`src/rtl/vblank_arbiter.sv`:
```
// Round-robin arbiter granting each requester at most once per vertical-blanking interval.
// Define VBLANK_ARB_TIMEOUT_EN to revoke grants held longer than MAX_HOLD cycles.
module vblank_arbiter #(
    parameter int N_REQ    = 4,
    parameter int MAX_HOLD = 256
) (
    input  logic             clk,
    input  logic             rst,
    input  logic             vblnk,
    input  logic [N_REQ-1:0] req,
    input  logic [N_REQ-1:0] done,
    output logic [N_REQ-1:0] grant,
    output logic             busy,
    output logic             frame_tick,
    output logic             overrun,
    output logic             timeout
);
    localparam int PW = (N_REQ > 2) ? $clog2(N_REQ) : 1;

    if (N_REQ < 2 || N_REQ > 8 || MAX_HOLD < 2) begin : g_illegal_params
        $error("vblank_arbiter: N_REQ must be 2..8 and MAX_HOLD at least 2");
    end

    typedef enum logic [1:0] {IDLE, ARB, GRANT} state_t;

    state_t           state_reg, state_next;
    logic             vblnk_q;
    logic [N_REQ-1:0] served_reg, served_next;
    logic [PW-1:0]    ptr_reg, ptr_next;
    logic [N_REQ-1:0] grant_next;
    logic             frame_tick_next, overrun_next;

    logic             rise, fall;
    logic [N_REQ-1:0] cand, cand_rot;
    logic [PW-1:0]    rot_idx [N_REQ];
    logic             found;
    logic [PW-1:0]    pick;
    logic             release_now, revoke_now;

    assign rise = vblnk & ~vblnk_q;
    assign fall = ~vblnk & vblnk_q;
    assign cand = req & ~served_reg;

    // Rotated view of the candidates: slot gi holds requester (ptr+1+gi) mod N_REQ.
    genvar gi;
    for (gi = 0; gi < N_REQ; gi++) begin : g_rot
        logic [PW:0] sum;
        assign sum = {1'b0, ptr_reg} + (PW+1)'(gi + 1);
        assign rot_idx[gi] = (sum >= (PW+1)'(N_REQ)) ? PW'(sum - (PW+1)'(N_REQ)) : PW'(sum);
        assign cand_rot[gi] = cand[rot_idx[gi]];
    end

    always_comb begin
        found = 1'b0;
        pick  = '0;
        for (int i = N_REQ - 1; i >= 0; i--) begin
            if (cand_rot[i]) begin
                found = 1'b1;
                pick  = rot_idx[i];
            end
        end
    end

    // While granting, ptr_reg still names the granted requester.
    assign release_now = (state_reg == GRANT) && (done[ptr_reg] || !req[ptr_reg]);

`ifdef VBLANK_ARB_TIMEOUT_EN
    localparam int HW = (MAX_HOLD > 2) ? $clog2(MAX_HOLD) : 1;

    logic [HW-1:0] hold_reg, hold_next;
    logic          hold_expired;
    logic          timeout_reg;

    assign hold_expired = (hold_reg == HW'(MAX_HOLD - 1));
    // A normal release on the same edge wins over the forced revoke.
    assign revoke_now   = (state_reg == GRANT) && !release_now && hold_expired;

    always_comb begin
        hold_next = hold_reg;
        if (state_reg == ARB && found) begin
            hold_next = '0;
        end else if (state_reg == GRANT && !release_now && !hold_expired) begin
            hold_next = hold_reg + 1'b1;
        end
    end

    always_ff @(posedge clk or posedge rst) begin
        if (rst) begin
            hold_reg    <= '0;
            timeout_reg <= 1'b0;
        end else begin
            hold_reg    <= hold_next;
            timeout_reg <= revoke_now;
        end
    end

    assign timeout = timeout_reg;
`else
    assign revoke_now = 1'b0;
    assign timeout    = 1'b0;
`endif

    always_comb begin
        state_next      = state_reg;
        served_next     = served_reg;
        ptr_next        = ptr_reg;
        grant_next      = grant;
        frame_tick_next = 1'b0;
        overrun_next    = 1'b0;
        case (state_reg)
            IDLE: begin
                if (rise) begin
                    frame_tick_next = 1'b1;
                    served_next     = '0;
                    state_next      = ARB;
                end
            end
            ARB: begin
                if (found) begin
                    grant_next        = N_REQ'(1) << pick;
                    ptr_next          = pick;
                    served_next[pick] = 1'b1;
                    state_next        = GRANT;
                end else if (!vblnk) begin
                    state_next = IDLE;
                end
            end
            GRANT: begin
                // Blanking ending mid-grant is only flagged; the grant runs to release.
                overrun_next = fall;
                if (release_now || revoke_now) begin
                    grant_next = '0;
                    state_next = vblnk ? ARB : IDLE;
                end
            end
            default: state_next = IDLE;
        endcase
    end

    always_ff @(posedge clk or posedge rst) begin
        if (rst) begin
            state_reg  <= IDLE;
            vblnk_q    <= 1'b0;
            served_reg <= '0;
            ptr_reg    <= PW'(N_REQ - 1);
            grant      <= '0;
            busy       <= 1'b0;
            frame_tick <= 1'b0;
            overrun    <= 1'b0;
        end else begin
            state_reg  <= state_next;
            vblnk_q    <= vblnk;
            served_reg <= served_next;
            ptr_reg    <= ptr_next;
            grant      <= grant_next;
            busy       <= |grant_next;
            frame_tick <= frame_tick_next;
            overrun    <= overrun_next;
        end
    end
endmodule
```
`config.mk`:
```
export PLATFORM = sky130hd
export DESIGN_NAME = vblank_arbiter
export DESIGN_NICKNAME = d
export VERILOG_FILES = /design/src/rtl/vblank_arbiter.sv
export SDC_FILE = /design/constraint.sdc
export NUM_CORES = 1
export LEC_CHECK = 0
export ABC_CLOCK_PERIOD_IN_PS = 3040
export CORE_UTILIZATION = 45
export CTS_CLUSTER_SIZE = 14
export DETAILED_ROUTE_END_ITERATION = 10
export HOLD_SLACK_MARGIN = 0.12
export PLACE_DENSITY = 0.77
export SYNTH_ARGS = -nofsm -noshare
export SYNTH_HDL_FRONTEND = slang
export SYNTH_SLANG_ARGS = --single-unit
```
`constraint.sdc`:
```
create_clock -name clk -period 3.04 [get_ports clk]
set_input_delay 0.608 -clock clk [delete_from_list [all_inputs] [get_ports clk]]
set_output_delay 0.608 -clock clk [all_outputs]
set_load 0.005 [all_outputs]
```
# --- After elaboration in Yosys (flattened, before gate mapping) ---
# Index checks and enable logic that the tools add are counted.
op_classes:
  order_cmp: 11
  n_shift: 1
  eq_ne: 6
  reduce_logical: 10
  add_sub_neg: 8
  bitwise: 7
  muxes: 41
ops:
  columns: ["cell", "count"]
  rows:
  - ["two-way mux 2 bit", 12]
  - ["< comparator 2 x 3 -> 1 bit, second input constant", 6]
  - ["two-way mux 4 bit", 4]
  - ["one-hot mux 4 bit (2 select lines)", 2]
  - ["two-way mux 1 bit", 15]
  - ["binary-select mux 1 bit (select 2 bit)", 6]
  - ["greater-or-equal comparator 3 bit, second input constant", 4]
  - ["subtractor 2 x 1 -> 2 bit, second input constant", 4]
  - ["adder 2 x 2 -> 3 bit, second input constant", 2]
  - ["inequality test 2 bit, second input constant", 3]
  - ["one-hot mux 2 bit (3 select lines)", 1]
  - ["AND reduction 3 bit", 2]
  - ["bitwise AND 4 bit", 1]
  - ["NOT 4 bit", 1]
  - ["bitwise OR 4 bit", 1]
  - ["OR reduction 4 bit", 1]
  - ["<< shifter 1 x 2 -> 4 bit, first input constant", 1]
  - ["adder 2 x 1 -> 3 bit, second input constant", 1]
  - ["adder 2 x 3 -> 3 bit, second input constant", 1]
  - ["inequality test 3 bit, second input constant", 1]
  - ["bitwise AND 1 bit", 2]
  - ["demux 1 bit (select 2 bit)", 1]
  - ["equality test 2 x 1 -> 1 bit, second input constant", 1]
  - ["equality test 2 bit, second input constant", 1]
  - ["8 further kinds", 10]
word_totals:
  input_bits: 11
  regBits: 16
  word_cells: 92
  output_inout_bits: 8

# --- Longest topological paths before layout ---
# Gate-level depths: netlist of the first run.
depth:
  word_depth: 16
  depth_mapped: 7
  ltp_nobuf: 7

# --- Least setup slack after synthesis of the first run ---
# No wires, ideal clock.
synth_timing:
  kind: "input port to flip-flop"
  start: "input port done[3]"
  end: "register state_reg[0]"
  n_path_buf: 0
  setup_time_ns: 0.128
  path_stages: 5
  t_arrival_ns: 1.651
  t_required_ns: 2.912
  path_slack_ns: 1.261
  path_cell_list: "nand2b_1 > mux4_2 > nor2_1 > nor2_1 > mux2_1"
synth_between:
  elab_chain_cells: 6
synth_lines:
  columns: ["element", "line", "source"]
  rows:
  - ["start, declared", "11", "input logic [N_REQ-1:0] done,"]
  - ["binary-select mux 1 bit (select 2 bit)", "65", "assign release_now = (state_reg == GRANT) && (done[ptr_reg] || !req[ptr_reg]);"]
  - ["two-way mux 1 bit (not written as such)", "65", null]
  - ["logical OR 1 bit", "65", null]
  - ["logical AND 1 bit", "65", null]
  - ["inequality test 2 bit (no source line)", null, null]
  - ["AND reduction 3 bit (no source line)", null, null]
  - ["end signal, assigned", "151", "state_reg <= state_next;"]
  - ["end, declared", "26", "state_t state_reg, state_next;"]
# Every way passes these cells. The select of a mux whose other input is x is not followed.
# A chain may end at the register's enable or synchronous reset.

# --- Worst setup path in the final report of the first run ---
layout_timing:
  start: "input port req[0]"
  end: "register grant[0]"
layout_between:
  elab_chain_cells: 10
  word_cells_on_any_way: 26
  classes_between: "shift: 1; mux: 21; bitwise: 1; reduce/logical: 3"
layout_lines:
  columns: ["element", "line", "source"]
  rows:
  - ["start, declared", "10", "input logic [N_REQ-1:0] req,"]
  - ["bitwise AND 4 bit", "42", "assign cand = req & ~served_reg;"]
  - ["binary-select mux 1 bit (select 2 bit)", "50", "assign cand_rot[gi] = cand[rot_idx[gi]];"]
  - ["two-way mux 1 bit (not written as such)", "50", null]
  - ["two-way mux 2 bit (4 in series)", "57", "if (cand_rot[i]) begin"]
  - ["<< shifter 1 x 2 -> 4 bit", "120", "grant_next = N_REQ'(1) << pick;"]
  - ["two-way mux 4 bit", "119", "if (found) begin"]
  - ["one-hot mux 4 bit (2 select lines) *", "110", "case (state_reg)"]
  - ["named net grant_next[0]", "30", "logic [N_REQ-1:0] grant_next;"]
  - ["end signal, assigned", "155", "grant <= grant_next;"]
  - ["end, declared", "12", "output logic [N_REQ-1:0] grant,"]
# Mark *: on every way through the listed nets, which the timed path passes. The rest lies on a longest branch. The select of a mux whose other input is x is not followed.

==> metrics, run 1 <==
FF-to-FF setup slack 1.27 ns; first-pass GRT wire length 2880 um; die height ~47 um; max-slew violation count 0; Die Area about 2200 um^2; mapped cell area 901 um^2; commonest cells after routing, fill and taps aside clkdlybuf4s50_1 (17), dfrtp_1 (14), nand2_1 (12); global route total overflow 0; CP startpoint kind input pin; # port buffers 17; Post-Syn Area per Cell 10.0 um^2; DP Area 1090 um^2; setup violators final 0; CTS tree yes; CTS Buffer Depth 2; antenna violations before repair 0; chip width approximately 47 um; Root Buffer clkbuf_4; critical hold path startpoint served_reg[3]$_DFFE_PP0P_; setup TNS 0 ns; Post-CTS Hold Buffers 0; max layer used met4; Ys Warns 0; Post-Place Setup Slack 0.609 ns; most common cell after layout, fill and taps aside clkdlybuf4s50_1; Max transition margin 50.5%; sequential share of the synthesized area 44.7%; final count of hold timing violations 0; Netlist cell types 28; DR vias 707; WL/cell 13.0 um; IO Pins 19; # DRC 0; Worst Hold Path EP served_reg[3]$_DFFE_PP0P_; FF-to-FF Start ptr_reg[0]$_DFFE_PP1P_; clock sinks 16; met2 wire length 827 um; Setup Fix Bufs, Post-CTS 0; via count of the first global-routing pass between 600 and 700; worst setup margin 0.934 ns; worst hold path class reg -> reg; cts bufs inserted 3; starting density of the core 50.0%; met3 wire len 71 um; FF+latch count, synth 16; Worst R2R End state_reg[0]$_DFFE_PP0P_; fin nets 126; clk_lat worst skew 0.30 ns; PostCTS Resize Cnt 0; MaxCap Viol Count 0; skew final 0.00259 ns; status complete, no violations; Area Overhead vs Synth 25.6%; non-filler cells, final around 140; total track usage 19.6%; Worst EP arrival 2.34 ns; worst slew pin tran 0.742 ns; DRT iter0 DRCs 6; PD cells 927 nW/um^2; min Tclk post-route 2.11 ns; H-tree Lvls 1; DRT Wirelength 1750 um; core area 1800 um^2; Required @ worst endpoint 3.28 ns; post-route cell area 1130 um^2; P_leak 0.492 nW; gpl congestion 0.815; number of inserted diodes 0; DRT Pass-1 Iters 4; Net Count, Synth around 110; largest net degree at the start of global routing 17; Worst-path clk slew 0.09 ns; Cell Count Post-Placement about 130; Setup CP Type in -> reg; hold path depth 2; RSZ-0062 raised after global routing false; Peak VDD IR 0.519 mV; row count 15; Hold Slack 0.479 ns; worst reg-to-reg path cell count 4; Crit Path Max Fanout 9; layout cells sized above 1 ~10%; cells after synthesis 90; Fmax 475 MHz; DP HPWL 1350 um; routed vias/inst 5.24; Tcrit/Tclk final 69.3%; antenna-violating nets left 0; Crit. End Element flop; M1 WL 813 um
==> cell usage after synthesis (all sizes together) <==
| library cell | instances | area, um^2 |
|---|---|---|
| a221oi | 1 | 26.3 |
| or2 | 1 | 6.26 |
| nand4b | 1 | 8.76 |
| o221ai | 2 | 23.8 |
| ha | 4 | 50.1 |
| dfstp | 2 | 52.6 |
| inv | 7 | 26.3 |
| mux2 | 3 | 33.8 |
| nor2 | 9 | 33.8 |
| nand2b | 10 | 62.6 |
| a21oi | 3 | 15.0 |
| buf | 1 | 7.51 |
| nor3b | 1 | 7.51 |
| o311ai | 1 | 16.3 |
| mux4 | 1 | 22.5 |
| a22o | 2 | 17.5 |
| dfrtp | 14 | 350 |
| o21ai | 5 | 25.0 |
| conb | 1 | 3.75 |
| a32o | 2 | 20.0 |
| nand2 | 12 | 45.0 |
| o31ai | 2 | 15.0 |
| nor2b | 2 | 12.5 |
| nand3 | 2 | 10.0 |
| o41ai | 1 | 8.76 |
==> logic make-up (layout without fill, tap and decap cells) <==
family          after synthesis  after routing  synth area share (%)
mux                           4              4                  6.25
fa+ha+maj                     4              4                  5.56
buf+inv                       8             28                  3.75
compound gates               19             19                  18.6
flops                        16             16                  44.7
other cells                   1              1                 0.416
simple gates                 38             38                  20.7
==> how the worst max path moves through the flow <==
stage	start	to	slack, ns	cells after the start
floorplan	done[3]	state_reg[0]$_DFFE_PP0P_	1.26	5
global placement	req[0]	grant[0]$_DFF_PP0_	0.68	6
detailed placement	req[0]	grant[3]$_DFF_PP0_	0.61	6
CTS	req[0]	served_reg[0]$_DFFE_PP0P_	0.93	6
global route	req[0]	served_reg[1]$_DFFE_PP0P_	0.85	6
finish	req[0]	grant[0]$_DFF_PP0_	0.93	6
==> routing by layer <==
| layer | up-vias | track usage, % |
|---|---|---|
| li1 | 355 | - |
| met4 | 0 | 10.3 |
| met1 | 332 | 26.1 |
| met3 | 5 | 5.38 |
| met2 | 15 | 29.4 |
| met5 | - | 0 |
==> layout make-up <==
cell class                      instances  area [um^2]
Clock buffer                            4         36.3
Timing Repair Buffer                   17          170
Inverter                                7         26.3
Fill cell                             163          671
Sequential cell                        16          403
Tap cell                               25         31.3
Multi-Input combinational cell         66          464
==> stage by stage <==
stage | power (mW) | util (%)
2_1_floorplan | 0.738 | -
3_3_place_gp | 0.885 | 60.8
3_5_place_dp | 0.911 | 60.8
4_1_cts | 1.06 | 62.8
5_1_grt | 1.13 | 62.8
6_report | 1.05 | 62.8
==> worst max-delay path, cell delays in order <==
cell	delay, ns
clkdlybuf4s50_1	0.47
nor2b_1	0.24
nor2_1	0.13
or2_1	0.25
a221oi_4	0.43
a32o_1	0.23
==> report_power, final <==
group | total [mW] | switching [mW] | internal, mW
registers | 0.383 | 0.0752 | 0.308
logic | 0.520 | 0.274 | 0.246
clock network | 0.145 | 0.0719 | 0.0732
total | 1.05 | 0.422 | 0.627
Power figures use the tool's default switching activity.
==> run 2, diff against run 1 <==
--- a/config.mk
+++ b/config.mk
@@ -5,7 +5,7 @@
 export SDC_FILE = /design/constraint.sdc
 export NUM_CORES = 1
 export LEC_CHECK = 0
-export ABC_CLOCK_PERIOD_IN_PS = 3040
+export ABC_CLOCK_PERIOD_IN_PS = 2160
 export CORE_UTILIZATION = 45
 export CTS_CLUSTER_SIZE = 14
 export DETAILED_ROUTE_END_ITERATION = 10
==> constraint.sdc (replaced) <==
create_clock -name clk -period 2.16 [get_ports clk]
set_input_delay 0.432 -clock clk [delete_from_list [all_inputs] [get_ports clk]]
set_output_delay 0.432 -clock clk [all_outputs]
set_load 0.005 [all_outputs]
==> run 2 against run 1 <==
  * Clock-buffer cell count stayed put
  * Non-clock buffer count rose by 4
  * Combinational power grew 46%
  * Sequential share of layout area down 0.92 points
  * First-iteration DRC count up 50%
  * Register-to-register slack worse by 0.85 ns
  * Sequential power increased by 41%
  * Hold slack gained 0.0048 ns
  * Wire length increased by 0.23%
  * Critical path depth unchanged
  * Total power increased by 43%
  * Critical path type unchanged
==> metrics, run 2 (synthesis gave the netlist of run 1 again) <==
status complete, no violations; worst hold path class in -> async; commonest cells after routing, fill and taps aside clkdlybuf4s50_1 (17), dfrtp_1 (14), nand2_1 (12); Hold Slack 0.484 ns (+0.00478 ns); IO Pins 19 (unchanged); DRT iter0 DRCs 9 (+3); fin nets 130 (+3.2%); setup violators final 0 (unchanged); Layout fillers 161 (-1.2%); CTS Buffer Depth 2 (unchanged); # port buffers 17 (unchanged); worst slew pin tran 0.690 ns (-0.0520 ns); skew final 0.00974 ns (+0.00714 ns); # DRC 0 (unchanged); Worst-path clk slew 0.10 ns (about the same); starting density of the core 50.0% (unchanged); max-slew violation count 0 (unchanged); CP startpoint kind input pin; core area 1800 um^2 (unchanged); Setup Fix Bufs, Post-CTS 0 (unchanged); Fmax ~500 MHz; DP HPWL 1390 um (+3.1%); global route total overflow 0 (unchanged); DRT Wirelength 1760 um (+0.23%); via count of the first global-routing pass 710 (+14%); WL/cell 12.6 um (-2.7%); sequential power share 36.0% (-0.5 points); layout cells sized above 1 13.2% (+3.2 points); setup TNS 0 ns (unchanged); most common cell after layout, fill and taps aside clkdlybuf4s50_1; post-route cell area 1160 um^2 (+2.7%); Max transition margin 53.9% (+3.5 points); clock sinks 16 (unchanged); H-tree Lvls 1 (unchanged); part of the power in the clock network 13.5% (-0.3 points); DP Area 1120 um^2 (+2.7%); Tcrit/Tclk final between 90% and 100%; Layout Utilization 64.4% (+1.7 points); NetSw 0.590 mW (+40%); Post-CTS Hold Buffers 0 (unchanged); Post-Place Setup Slack -0.133 ns (-0.742 ns); non-filler cells, final 139 (+3.0%); Crit. End Element flop; die height 46.7 um (unchanged); Worst EP arrival 2.22 ns (-0.12 ns); Pint 0.911 mW (+45%); P_leak 0.511 nW (+3.8%); antenna violations before repair 0 (unchanged); Switching Share 39.3% (-0.90 points); row count 15 (unchanged); total track usage 19.4% (-0.22 points); Area Overhead vs Synth 28.9%; PD cells 1290 nW/um^2 (+40%); routed vias/inst 5.38 (+2.8%); number of inserted diodes 0 (unchanged); Crit Path Max Fanout 9 (unchanged); Comb pwr share 50.6% (+1.0 points); Required @ worst endpoint 2.39 ns (-0.89 ns); gpl congestion 0.802 (-1.6%); PostCTS Resize Cnt 0 (unchanged); largest net degree at the start of global routing 17 (unchanged); worst setup margin 0.165 ns (-0.769 ns); RSZ-0062 raised after global routing false; cts bufs inserted 3 (unchanged); first-pass GRT wire length 2930 um (+1.4%); CTS tree yes; DR vias 748 (+5.8%); final count of hold timing violations 0 (unchanged); Setup CP Type in -> reg; Root Buffer clkbuf_4; Peak VDD IR 0.704 mV (+36%); Power Total 1.50 mW (+43%); min Tclk post-route 2.00 ns; antenna-violating nets left 0 (unchanged); chip width 46.7 um (unchanged); DRT Pass-1 Iters 4 (unchanged); clk_lat worst skew 0.29 ns (about the same); Die Area 2180 um^2 (unchanged); MaxCap Viol Count 0 (unchanged); Cell Count Post-Placement 135 (+3.1%)
run 2: cell types whose count changed in the layout (fill, tap and decap cells not counted):
cell	change
buf_4	+4
run 2: path summary, 6_finish.rpt:
kind                                           start                   endpoint  slack (ns)  cells past startpoint
max                                           req[0]  served_reg[0]$_DFFE_PP0P_        0.16                      6
min                                              rst   state_reg[1]$_DFFE_PP0P_        0.48                      2
max reg2reg                   ptr_reg[0]$_DFFE_PP1P_   state_reg[1]$_DFFE_PP0P_        0.42                      4
min reg2reg                served_reg[3]$_DFFE_PP0P_  served_reg[3]$_DFFE_PP0P_        0.49                      2
max in group asynchronous                        rst  served_reg[3]$_DFFE_PP0P_        1.29                      2
min in group clk           served_reg[3]$_DFFE_PP0P_  served_reg[3]$_DFFE_PP0P_        0.49                      2
run 2: layer usage:
layer / GRT usage (%) / wire, um
met1: 22.1 / 737
met5: 0 / 0
met4: 10.9 / 28
met3: 6.54 / 95
met2: 31.9 / 893
run 2: area by class of cell:
class / count / area, um^2 / share of cell area [%]
clock buffer: 4 / 36.3 / 3.13
inverter: 7 / 26.3 / 2.26
multi-input combinational: 66 / 464 / 40.0
sequential: 16 / 403 / 34.7
tap: 25 / 31.3 / 2.69
timing repair buffer: 21 / 200 / 17.2
run 2: worst max-delay path: stages:
cell	delay, ns
clkdlybuf4s50_1	0.48
nor2b_1	0.28
a21oi_1	0.11
or2_1	0.26
a221oi_4	0.43
a32o_1	0.23
run 2: power groups by stage:
stage,combinational [mW],clock (mW),sequential [mW]
6_report,0.759,0.202,0.540
5_1_grt,0.851,0.217,0.559
4_1_cts,0.769,0.204,0.541
3_5_place_dp,0.765,0,0.546
3_3_place_gp,0.738,0,0.541
2_1_floorplan,0.514,0,0.525
==> edit 1: new RTL, config.mk and constraints of run 2 <==
Change the parameter `N_REQ` from 4 to 8.
--- a/src/rtl/vblank_arbiter.sv
+++ b/src/rtl/vblank_arbiter.sv
@@ -2,5 +2,5 @@
 // Define VBLANK_ARB_TIMEOUT_EN to revoke grants held longer than MAX_HOLD cycles.
 module vblank_arbiter #(
-    parameter int N_REQ    = 4,
+    parameter int N_REQ    = 8,
     parameter int MAX_HOLD = 256
 ) (
Interface: changed (resized done, grant and req); port bits go from 19 to 31. No check against the original RTL was run, so the function may have changed too.
==> edit 1 against run 2 <==
The run now ends with setup timing left. Routed wire length grew to 4.7 times the old value. Register-to-register slack worse by 1100 ps. Via count increased to 3.5 times the old value. Sequential cell count grew 9. Synthesized area grew to 2.7 times the old value. Setup slack got worse by 870 ps. Final area grew to 3.2 times the old value. Sequential share of layout area shrank 18 points. Die area rose to 2.6 times the old value. Largest cell class unchanged.
Power is not shown: default switching activity piles up to over one toggle a cycle in this logic, so the estimate is an artifact.
==> edit 1: results (changes against run 2) <==
run status=finished, violations left; failing checks=setup timing; Seq/Total Area, Yosys=0.263 (-0.184); nets=380 (+190%); Root Driver=clkbuf_8; H-tree Lvls=1 (unchanged); list of most frequent post-synthesis cells=nand2_1 (31), dfrtp_1 (22), mux2i_1 (16); post-synthesis mux area share=0.194 (+0.132); max incr delay on CP=580 ps (+100 ps); routed wl met2=4100 um (+360%); vias per inst=6.10 (+13%); Final setup viols=20 (+20); layout cell share with drive strength beyond 1=0.421 (+0.289); Adder-Cell Fraction of Synth Area=0.0314 (-0.0241); Cell variety after synth=64 (+130%); deepest clock path buffer count=2 (unchanged); worst-path fanout max=8 (-1); worst slew pin tran=905 ps (+215 ps); global-route wire length before repair=12800 um (+340%); initial antenna violation count=0 (unchanged); worst skew pair latency=280 ps; highest routed layer=met4; Post-Syn Nets=278 (+160%); met3 Use GR=0.0201 (-0.0453); Worst EP arrival=3050 ps (+830 ps); top_reg_cell synth=dfrtp_1; xor/xnor cell area share of the yosys netlist=0.0215 (+0.0215); metal3 WL=388 um (+310%); area fraction in compound gates after synthesis=0.231 (+0.0449); gr usage total=0.312 (+0.118); GR Util met1=0.406 (+0.185); WHS=469 ps (-15.1 ps); Syn. warnings=0 (unchanged); GPL Wtd Cong=0.947 (+18%); port bufs=29 (+12); Setup Skew=1.61 ps (-8.13 ps); worst setup margin=-705 ps (-870 ps); Worst path top cell family by delay=compound AO/OA/AOI/OAI gates; met2 Resource Use GR=0.555 (+0.235); Post-synth ARST share=1.00 (unchanged); CTS Buf Count=3 (unchanged); worst setup path start=ptr_reg[0]; Post-Route WL=8160 um (+370%); Filler Cell Count=366 (+130%); drt pass-1 iters=5 (+1); class of the worst hold path=in2async; CTS clk-pin slew, worst paths=80 ps (-20 ps); largest net degree at the start of global routing=26 (+9); number of global-route vias before repair=2539 (+260%); Synth area leaders=dfrtp_1 (23%), mux4_2 (11%), mux2i_1 (6.7%); met1 WL=3450 um (+370%); HPWL after DPL=5910 um (+320%); slowest CP cell=dfstp_2; ant diodes=0 (unchanged); number of DRC markers in iteration 0=262 (+253); Cell Area, Placed=3260 sq um (+190%)
## edit 1: cell types whose count changed after synthesis, moves of 4 or more
cell	before	now
o31ai_1	2	15
buf_6	0	4
buf_2	0	4
nor4_1	0	5
dfrtp_1	14	22
o21ai_0	4	8
and3_1	0	5
a21oi_1	3	10
inv_1	7	13
o32ai_1	0	5
nand2_1	12	31
mux2i_1	0	16
nor2b_1	2	7
mux4_2	1	12
## edit 1: area by class of cell
type | instances | area share
Sequential cell | 25 | 0.170
Tap cell | 70 | 0.0236
Timing Repair Buffer | 108 | 0.250
Clock inverter | 1 | 0.00135
Clock buffer | 3 | 0.0111
Multi-Input combinational cell | 202 | 0.525
Inverter | 15 | 0.0192
## edit 1: cell families after synthesis
family          Yosys count
compound gates           72
xor+xnor                  5
fa+ha+maj                 6
buf+inv                  28
flops                    25
simple gates             86
other cells               1
mux                      30
## edit 1: worst paths after layout
| path | to | cells past startpoint |
|---|---|---|
| setup / recovery | served_reg[4] | 8 |
| hold / removal | grant[3] | 2 |
| setup reg to reg | served_reg[4] | 8 |
| hold reg to reg | overrun | 1 |
| max in group asynchronous | served_reg[6] | 3 |
| min in group clk | overrun | 1 |
## edit 1: metrics by stage
| step | TNS (ps) | cells | util | setup WS [ps] |
|---|---|---|---|---|
| finish | -11820 | 424 | 0.726 | -705 |
| floorplan | -12160 | 253 | - | -765 |
| detailed placement | -17250 | 408 | 0.638 | -1040 |
| global route | -13770 | 424 | 0.726 | -789 |
| global placement | -15530 | 408 | 0.638 | -847 |
| CTS | -10870 | 422 | 0.702 | -643 |
## edit 1: what timing repair did
action,4_1_cts,5_1_grt
setup buffers,8,2
gates cloned,2,0
setup endpoints to repair,22,21
resized for setup,38,19
endpoints found under the hold margin,0,0
pin swaps,13,13
==> edit 2: new RTL, settings of run 2 <==
Without the edit above. The 3 states of `state_t` get a one-hot encoding in 3 bits.
--- a/src/rtl/vblank_arbiter.sv
+++ b/src/rtl/vblank_arbiter.sv
@@ -22,5 +22,5 @@
     end
 
-    typedef enum logic [1:0] {IDLE, ARB, GRANT} state_t;
+    typedef enum logic [2:0] {IDLE = 3'b001, ARB = 3'b010, GRANT = 3'b100} state_t;
 
     state_t           state_reg, state_next;
Function: same outputs for any inputs over 10 cycles, from zero or initial values and one cycle with rst high; not proved beyond that.
==> edit 2 against run 2 <==
Global-route usage shrank 0.62 points. Sequential cell count increased by 1. Clock skew down 3.7 ps. Total power shrank 23%. Hold slack better by 5.2 ps. Synthesized cell count decreased by 3.3%. Largest power group is now registers. Critical path type unchanged. First-iteration DRC count increased by 33%. Setup slack gained 190 ps. Final area decreased by 4.8%. Routed wire length up 0.40%. Synthesized area fell by 2.6%. Register-to-register slack better by 70 ps. Cell count is 4.3% lower. Combinational power decreased by 40%.
==> edit 2: results (changes against run 2) <==
list of most frequent post-synthesis cells=dfrtp_1 (14), nand2_1 (9), inv_1 (8); class of the worst hold path=reg2reg; sw frac=0.345 (-0.0478); multi-input gates=59 (-11%); worst slew pin tran=632 ps (-57.9 ps); global-route wire length before repair=2790 um (-4.7%); Pleak=0.503 nW (-1.7%); flop2flop setup slack=490 ps (+70 ps); multi-input logic area=395 sq um (-15%); gr usage total=0.188 (-0.00621); Post-Route WL=1760 um (+0.40%); layout cell share with drive strength beyond 1=0.194 (+0.0629); share of total power in the clock network=0.147 (+0.012); NonClk Buf Share=0.174 (+0.00199); GPL Wtd Cong=0.814 (+1.5%); internal power=0.758 mW (-17%); max incr delay on CP=500 ps (+20 ps); Sequential Area=429 sq um (+6.5%); Worst path top cell family by delay=buffers and inverters; cell area after layout=1100 sq um (-4.8%); bufs w/o clock=20 (-4.8%); Logic pwr share=0.391 (-0.115); run status=finished, final reports clean; Cell Area, Placed=1080 sq um (-4.1%); Clock-cell share=0.0238 (-0.00747); number of DRC markers in iteration 0=12 (+3); Filler Cell Count=156 (-3.1%); Worst EP arrival=2050 ps (-170 ps); worst setup margin=353 ps (+188 ps); number of signal-net inverters in the final layout=8 (+1); WHS=489 ps (+5.17 ps); Synth area leaders=dfrtp_1 (40%), dfstp_2 (9.0%), nand2_1 (3.9%); number of global-route vias before repair=632 (-11%); top-area cell type share of the netlist area=0.399 (+0.0105); Post-Syn Nets=98 (-6.7%)
## edit 2: changes by cell type after synthesis, sizes merged, moves of 3 or more
cell    before  now
a31o         0    3
nor2         9    2
nand2b      10    5
ha           4    0
a21o         0    3
nand2       12    9
nor3         0    3
mux2         3    0
## edit 2: worst paths after layout
check / startpoint / endpoint / cells after the start
setup / recovery: req[0] / grant[1] / 7
setup reg to reg: ptr_reg[0] / grant[2] / 5
max in group asynchronous: rst / frame_tick / 2
hold reg to reg: served_reg[3] / served_reg[3] / 1
hold / removal: served_reg[3] / served_reg[3] / 1
min in group asynchronous: rst / grant[3] / 2
## edit 2: cell families after synthesis
family          after synthesis  share of synthesized area
compound gates               25                      0.218
buf+inv                      11                     0.0599
flops                        17                      0.489
mux                           1                     0.0114
other cells                   1                    0.00428
simple gates                 32                      0.217
## edit 2: metal layers
metal / part of all wire / track usage
met1: 0.50 / 0.255
met2: 0.44 / 0.296
met3: 0.049 / 0.0235
met4: 0.014 / 0.0882
met5: 0 / 0
